[config.mk]
export PLATFORM = sky130hd
export DESIGN_NAME = data_mem_ctrl_flat
export DESIGN_NICKNAME = d
export VERILOG_FILES = /design/src/rtl/data_mem_ctrl_pkg.sv /design/src/rtl/data_mem_ctrl_if.sv /design/src/rtl/data_mem_ctrl.sv /design/src/flat_wrapper.sv
export SDC_FILE = /design/constraint.sdc
export NUM_CORES = 1
export LEC_CHECK = 0
export CAP_MARGIN = 20
export CORE_UTILIZATION = 45
export DETAILED_ROUTE_END_ITERATION = 10
export PLACE_DENSITY = 0.95
export SLEW_MARGIN = 40
export SYNTH_ARGS = -nofsm -noshare
export SYNTH_HDL_FRONTEND = slang
export SYNTH_SLANG_ARGS = --single-unit
[constraint.sdc]
create_clock -name clk -period 4.3 [get_ports clk]
set_clock_uncertainty 0.05 [all_clocks]
set_input_delay 0.86 -clock clk [delete_from_list [all_inputs] [get_ports clk]]
set_output_delay 0.86 -clock clk [all_outputs]
set_load 0.005 [all_outputs]
[src/rtl/data_mem_ctrl_pkg.sv]
// Shared state encodings and constants for the MEM-stage data-memory bus bridge.
package data_mem_ctrl_pkg;

  typedef enum logic [1:0] {
    StIdle = 2'b00,
    StBusy = 2'b01,
    StDone = 2'b10
  } dmc_state_e;

  localparam logic        Enable   = 1'b1;
  localparam logic        Disable  = 1'b0;
  localparam logic [31:0] ZeroWord = 32'h0000_0000;

  function automatic logic addr_misaligned(input logic [31:0] addr);
    return addr[1:0] != 2'b00;
  endfunction

endpackage

[src/rtl/data_mem_ctrl_if.sv]
// Word bus between the data-memory controller (master) and the external memory (slave).
interface data_mem_ctrl_if;
  logic        req;
  logic        we;
  logic [31:0] addr;
  logic [31:0] wdata;
  logic [31:0] rdata;
  logic        ack;

  modport master (output req, output we, output addr, output wdata, input rdata, input ack);
  modport slave  (input req, input we, input addr, input wdata, output rdata, output ack);
endinterface

[src/rtl/data_mem_ctrl.sv]
// Bridges MEM-stage load/store requests onto a variable-latency word bus with a watchdog.
// Optional MEM_ALIGN_CHECK_EN: rejects misaligned requests and reports them on align_err_o.
module data_mem_ctrl
  import data_mem_ctrl_pkg::*;
#(
  parameter int unsigned TIMEOUT = 16,
  parameter int unsigned CNT_W   = 5
) (
  input  logic                   clk,
  input  logic                   rst,
  input  logic                   flush_i,
  input  logic                   mem_ce_i,
  input  logic                   mem_wrn_i,
  input  logic [31:0]            mem_addr_i,
  input  logic [31:0]            mem_wrdata_i,
  output logic [31:0]            mem_redata_o,
  output logic                   stall_req_o,
  output logic                   bus_err_o,
`ifdef MEM_ALIGN_CHECK_EN
  output logic                   align_err_o,
`endif
  data_mem_ctrl_if.master        bus
);

  dmc_state_e       state_q, state_d;
  logic [CNT_W-1:0] cnt_q, cnt_d;
  logic [31:0]      rdata_q, rdata_d;
  logic             req_q, req_d;
  logic             we_q, we_d;
  logic [31:0]      addr_q, addr_d;
  logic [31:0]      wdata_q, wdata_d;
  logic             err_q, err_d;
  logic             align_q, align_d;
  logic             stall;
  logic             misaligned;
  logic             timeout_hit;

`ifdef MEM_ALIGN_CHECK_EN
  assign misaligned = addr_misaligned(mem_addr_i);
`else
  assign misaligned = Disable;
`endif

  assign timeout_hit = (cnt_q == CNT_W'(TIMEOUT - 1));

  always_comb begin
    state_d = state_q;
    cnt_d   = cnt_q;
    rdata_d = rdata_q;
    we_d    = we_q;
    addr_d  = addr_q;
    wdata_d = wdata_q;
    req_d   = Disable;
    err_d   = Disable;
    align_d = Disable;
    stall   = Disable;

    unique case (state_q)
      StIdle: begin
        if (mem_ce_i && !flush_i) begin
          stall   = Enable;
          rdata_d = ZeroWord;
          if (misaligned) begin
            // Rejected without touching the bus; the pipeline sees a one-cycle DONE.
            align_d = Enable;
            state_d = StDone;
          end else begin
            we_d    = mem_wrn_i;
            addr_d  = mem_addr_i;
            wdata_d = mem_wrdata_i;
            req_d   = Enable;
            cnt_d   = '0;
            state_d = StBusy;
          end
        end
      end

      StBusy: begin
        stall = Enable;
        cnt_d = cnt_q + 1'b1;
        // Flush wins over a coincident ack or timeout: nothing is captured or reported.
        if (flush_i) begin
          state_d = StIdle;
        end else if (bus.ack) begin
          rdata_d = we_q ? ZeroWord : bus.rdata;
          state_d = StDone;
        end else if (timeout_hit) begin
          rdata_d = ZeroWord;
          err_d   = Enable;
          state_d = StDone;
        end else begin
          req_d = Enable;
        end
      end

      StDone: begin
        // The request still on mem_ce_i belongs to this access and is not re-issued.
        state_d = StIdle;
      end

      default: begin
        state_d = StIdle;
      end
    endcase
  end

  always_ff @(posedge clk) begin
    if (rst) begin
      state_q <= StIdle;
      cnt_q   <= '0;
      rdata_q <= ZeroWord;
      req_q   <= Disable;
      we_q    <= Disable;
      addr_q  <= ZeroWord;
      wdata_q <= ZeroWord;
      err_q   <= Disable;
      align_q <= Disable;
    end else begin
      state_q <= state_d;
      cnt_q   <= cnt_d;
      rdata_q <= rdata_d;
      req_q   <= req_d;
      we_q    <= we_d;
      addr_q  <= addr_d;
      wdata_q <= wdata_d;
      err_q   <= err_d;
      align_q <= align_d;
    end
  end

  // Reset forces the combinational stall low so every output reads zero while rst is held.
  assign stall_req_o  = stall & ~rst;
  assign mem_redata_o = (state_q == StDone) ? rdata_q : ZeroWord;
  assign bus_err_o    = err_q;

  assign bus.req   = req_q;
  assign bus.we    = we_q;
  assign bus.addr  = addr_q;
  assign bus.wdata = wdata_q;

`ifdef MEM_ALIGN_CHECK_EN
  assign align_err_o = align_q;
`else
  logic unused_align;
  assign unused_align = align_q;
`endif

endmodule

[src/flat_wrapper.sv]
// flat-port wrapper written by rule: the top's interface ports become plain ports
module data_mem_ctrl_flat import data_mem_ctrl_pkg::*;
#(
  parameter int unsigned TIMEOUT = 16,
  parameter int unsigned CNT_W   = 5
)
  (clk, rst, flush_i, mem_ce_i, mem_wrn_i, mem_addr_i, mem_wrdata_i, mem_redata_o, stall_req_o, bus_err_o, bus_req, bus_we, bus_addr, bus_wdata, bus_rdata, bus_ack);
  data_mem_ctrl_if bus_i ();
  input  logic clk;
  input  logic rst;
  input  logic flush_i;
  input  logic mem_ce_i;
  input  logic mem_wrn_i;
  input  logic [31:0] mem_addr_i;
  input  logic [31:0] mem_wrdata_i;
  output logic [31:0] mem_redata_o;
  output logic stall_req_o;
  output logic bus_err_o;
  output wire logic [$bits(bus_i.req)-1:0] bus_req;
  output wire logic [$bits(bus_i.we)-1:0] bus_we;
  output wire logic [$bits(bus_i.addr)-1:0] bus_addr;
  output wire logic [$bits(bus_i.wdata)-1:0] bus_wdata;
  input wire logic [$bits(bus_i.rdata)-1:0] bus_rdata;
  input wire logic [$bits(bus_i.ack)-1:0] bus_ack;
  assign bus_req = bus_i.req;
  assign bus_we = bus_i.we;
  assign bus_addr = bus_i.addr;
  assign bus_wdata = bus_i.wdata;
  assign bus_i.rdata = bus_rdata;
  assign bus_i.ack = bus_ack;
  data_mem_ctrl #(.TIMEOUT(TIMEOUT), .CNT_W(CNT_W)) u_core (.clk(clk), .rst(rst), .flush_i(flush_i), .mem_ce_i(mem_ce_i), .mem_wrn_i(mem_wrn_i), .mem_addr_i(mem_addr_i), .mem_wrdata_i(mem_wrdata_i), .mem_redata_o(mem_redata_o), .stall_req_o(stall_req_o), .bus_err_o(bus_err_o), .bus(bus_i));
endmodule
==> summary.txt, run 1 <==
Global routing
  • Initial antenna violation count: 0
  • Vias in the first global route: 4086
  • Gr usage total: 0.2351
  • GR Overflow Total: 0
  • Global-route wire length before repair: 19160 um
  • Largest net degree at the start of global routing: 128

Critical path
  • Critical Path Fanout Max: 6
  • Crit end category: primary output
  • CP required: 3.39 ns
  • Reg-to-Reg Start: u_core.cnt_q[0]$_SDFFE_PP0P_
  • WP buf/inv: 2
  • Top cell by count, worst path: clkdlybuf4s50_1
  • Slowest Stage Delay on Critical Path: 0.69 ns
  • Kind of start point of the critical path: input pin
  • R2R setup slack: 2.00 ns
  • Worst r2r dst: u_core.rdata_q[15]$_SDFFE_PP0P_
  • Critical path class: input pin to primary output
  • CP Cell Sequence: clkdlybuf4s50_1 -> or4b_2 -> a211oi_1 -> clkdlybuf4s50_1
  • Top delay family on crit path: buffers and inverters
  • Worst Reg-to-Reg Cells: 7
  • Crit path DAT: 2.97 ns
  • Critical Path Slowest Stage Cell: or4b_2

Power
  • Switching power: 465.1 uW
  • Clk pwr share: 0.349
  • Peak supply drop: 162.5 uV
  • Pint: 1.568 mW
  • PD cells: 305.3 nW/um2
  • Reg power frac: 0.507
  • Total power: 2.033 mW
  • Sw Share: 0.2288
  • P_leak: 2.331 nW
  • Part of the power in combinational logic: 0.144

CTS
  • Worst-Skew Late Latency: 0.35 ns
  • Num CTS Buffers: 9
  • Clock sink total: 106
  • Clock root buffer: clkbuf_8
  • CTS tree: yes
  • H-Tree Depth: 3
  • Clk slew on worst S/H paths: 0.10 ns
  • Clk buf depth: 2
  • Post CTS Setup Buffer Count: 0
  • Resize count post-CTS: 0
  • Hold Buf Count CTS: 0

Layout
  • Area growth from synthesis to layout: 51.19%
  • Most frequent cells in the layout: 200 x clkdlybuf4s50_1, 132 x nand2_1, 106 x dfxtp_1
  • Layout Utilization: 0.7105
  • Most common cell after layout, fill and taps aside: clkdlybuf4s50_1
  • Share of post-route cells with drive strength above 1: 0.04070
  • Nets: 789
  • Ant diodes: 0

Detailed routing
  • Via Count: 4180
  • Routed vias/inst: 5.116
  • DRT Pass-1 Iters: 4
  • Antenna Nets Post-Route: 0
  • Iter 0 DRT Violations: 88
  • WL final: 12320 um
  • DRC: 0
  • WL/cell: 15.08 um

Floorplan
  • Die Span Y: 100.9 um
  • Initial Util: 0.4700
  • Die X: 100.9 um
  • Num ports: 202
  • Row count: 35
  • Die ar.: 10190 um2
  • Area of the core: 9371 um2

Placed design
  • Port Buf Inserts: 201
  • Dpl hpwl: 8481 um
  • GPL Wtd Cong: 0.7515

Logic synthesis
  • Unique masters post-synth: 27
  • Sequential share of the synthesized area: 0.4818
  • Avg Cell Area, Syn: 8.619 um2
  • Area leader, netlist: dfxtp_1
  • Yosys Warn Count: 0
  • Post-synth EDFFs: 0
  • Syn Std Cell Area: 4404 um2
  • Synth area leaders: dfxtp_1 48%, nand2_1 11%, a21oi_1 8.1%, mux2i_1 7.3%, nand4b_1 6.4%
  • Synth async-reset ratio: 0
  • Syn Nets: 615
  • Top cell type's share of synthesized area: 0.4818
  • Yosys reg bits: 106
  • Prevailing post-synth register cell: dfxtp_1
  • Cells after Synth: 511

STA
  • FMAX: 0.2577 GHz
  • Least-Margin Pin Slew: 0.7963 ns
  • Final setup fails: 0
  • RSZ-0062 raised after global routing: false
  • Tmin final: 3.881 ns
  • Setup TNS: 0 ns
  • Final Hold Fails: 0
  • Tcrit/Tclk final: 0.9025
  • Final Max Slew Viols: 0
  • Slew margin rel.: 0.4691

Worst hold path
  • Cell depth of the worst min-delay path: 2
  • Hold path start: u_core.bus.wdata[2]$_SDFFE_PP0P_
  • Worst Hold Path EP: u_core.bus.wdata[2]$_SDFFE_PP0P_
  • HP Class: flop to flop

Run
  • Max-cap viol count: 0

Status
  • Status: finished, final reports clean
cells by family (layout without fill, tap and decap cells):
kind of cell | after synthesis | after routing | synth area share
flops | 106 | 106 | 0.4818
fa+ha+maj | 2 | 2 | 0.005681
simple gates | 249 | 249 | 0.2963
compound gates | 75 | 75 | 0.09205
buf+inv | 46 | 223 | 0.04886
mux | 33 | 33 | 0.07528
cell usage after synthesis (all sizes together), types with 3 or more instances:
library cell,instances
nor2,3
buf,18
clkbuf,27
nor2b,3
nand2,132
nand3,3
mux2i,32
and2,32
nand4b,32
dfxtp,106
a21oi,71
nand2b,36
flip-flops by register name, indices dropped and copies added (netlist names):
| name | flops |
|---|---|
| u_core.bus.addr | 32 |
| u_core.bus.wdata | 32 |
| u_core.rdata_q | 32 |
| u_core.cnt_q | 5 |
| u_core.state_q | 2 |
| u_core.bus.req | 1 |
| u_core.bus.we | 1 |
| u_core.bus_err_o | 1 |
through the flow:
| step | cells | setup slack [ns] | hold slack, ns | area [um2] |
|---|---|---|---|---|
| 3_3_place_gp | 803 | 0.5123 | 0.3914 | 6427 |
| 3_5_place_dp | 803 | 0.4653 | 0.3970 | 6431 |
| 6_report | 817 | 0.4191 | 0.4079 | 6659 |
| 4_1_cts | 817 | 0.4395 | 0.4088 | 6659 |
| 2_1_floorplan | 511 | 1.518 | 0.3941 | 4404 |
| 5_1_grt | 817 | 0.3948 | 0.4270 | 6659 |
routing by layer:
layer / global-route usage / part of all wire / vias up
met3: 0.08877 / 0.090 / 17
met2: 0.4094 / 0.49 / 161
met4: 0.07469 / 0.014 / 0
met5: 0 / 0 / -
met1: 0.2653 / 0.41 / 1969
li1: - / - / 2033
cell type report:
| class | instances | area [um2] |
|---|---|---|
| Clock buffer | 9 | 123.9 |
| Clock inverter | 5 | 103.9 |
| Fill cell | 713 | 2713 |
| Inverter | 1 | 3.754 |
| Multi-Input combinational cell | 359 | 2078 |
| Sequential cell | 106 | 2122 |
| Tap cell | 129 | 161.4 |
| Timing Repair Buffer | 208 | 2066 |
worst min-delay path: cells and delay by family, from the launching register on:
| kind | cells | cell delay (ns) |
|---|---|---|
| AO/OA/AOI/OAI | 1 | 0.05 |
| AND/OR/NAND/NOR | 1 | 0.05 |
| flip-flops | 1 | 0.32 |
power groups by stage:
stage,clock (mW),sequential (mW),combinational [mW]
floorplan,0,1.05,0.115
global placement,0,1.05,0.283
detailed placement,0,1.05,0.291
CTS,0.721,1.03,0.293
global route,0.758,1.04,0.313
finish,0.709,1.03,0.292
worst max-delay path by stage:
stage          cells after the start           to  startpoint  slack, ns
2_1_floorplan                      4  stall_req_o     flush_i       1.52
3_3_place_gp                       4  stall_req_o     flush_i       0.51
3_5_place_dp                       4  stall_req_o     flush_i       0.47
4_1_cts                            4  stall_req_o     flush_i       0.44
5_1_grt                            4  stall_req_o     flush_i       0.39
6_report                           4  stall_req_o     flush_i       0.42
(Power assumes the default switching activity.)
==> run 2: changes to the inputs <==
Settings changed: CTS_CLUSTER_SIZE set to 28.
==> results of run 2 <==
No change in the layout: final DEF, timing and power equal those of run 1.
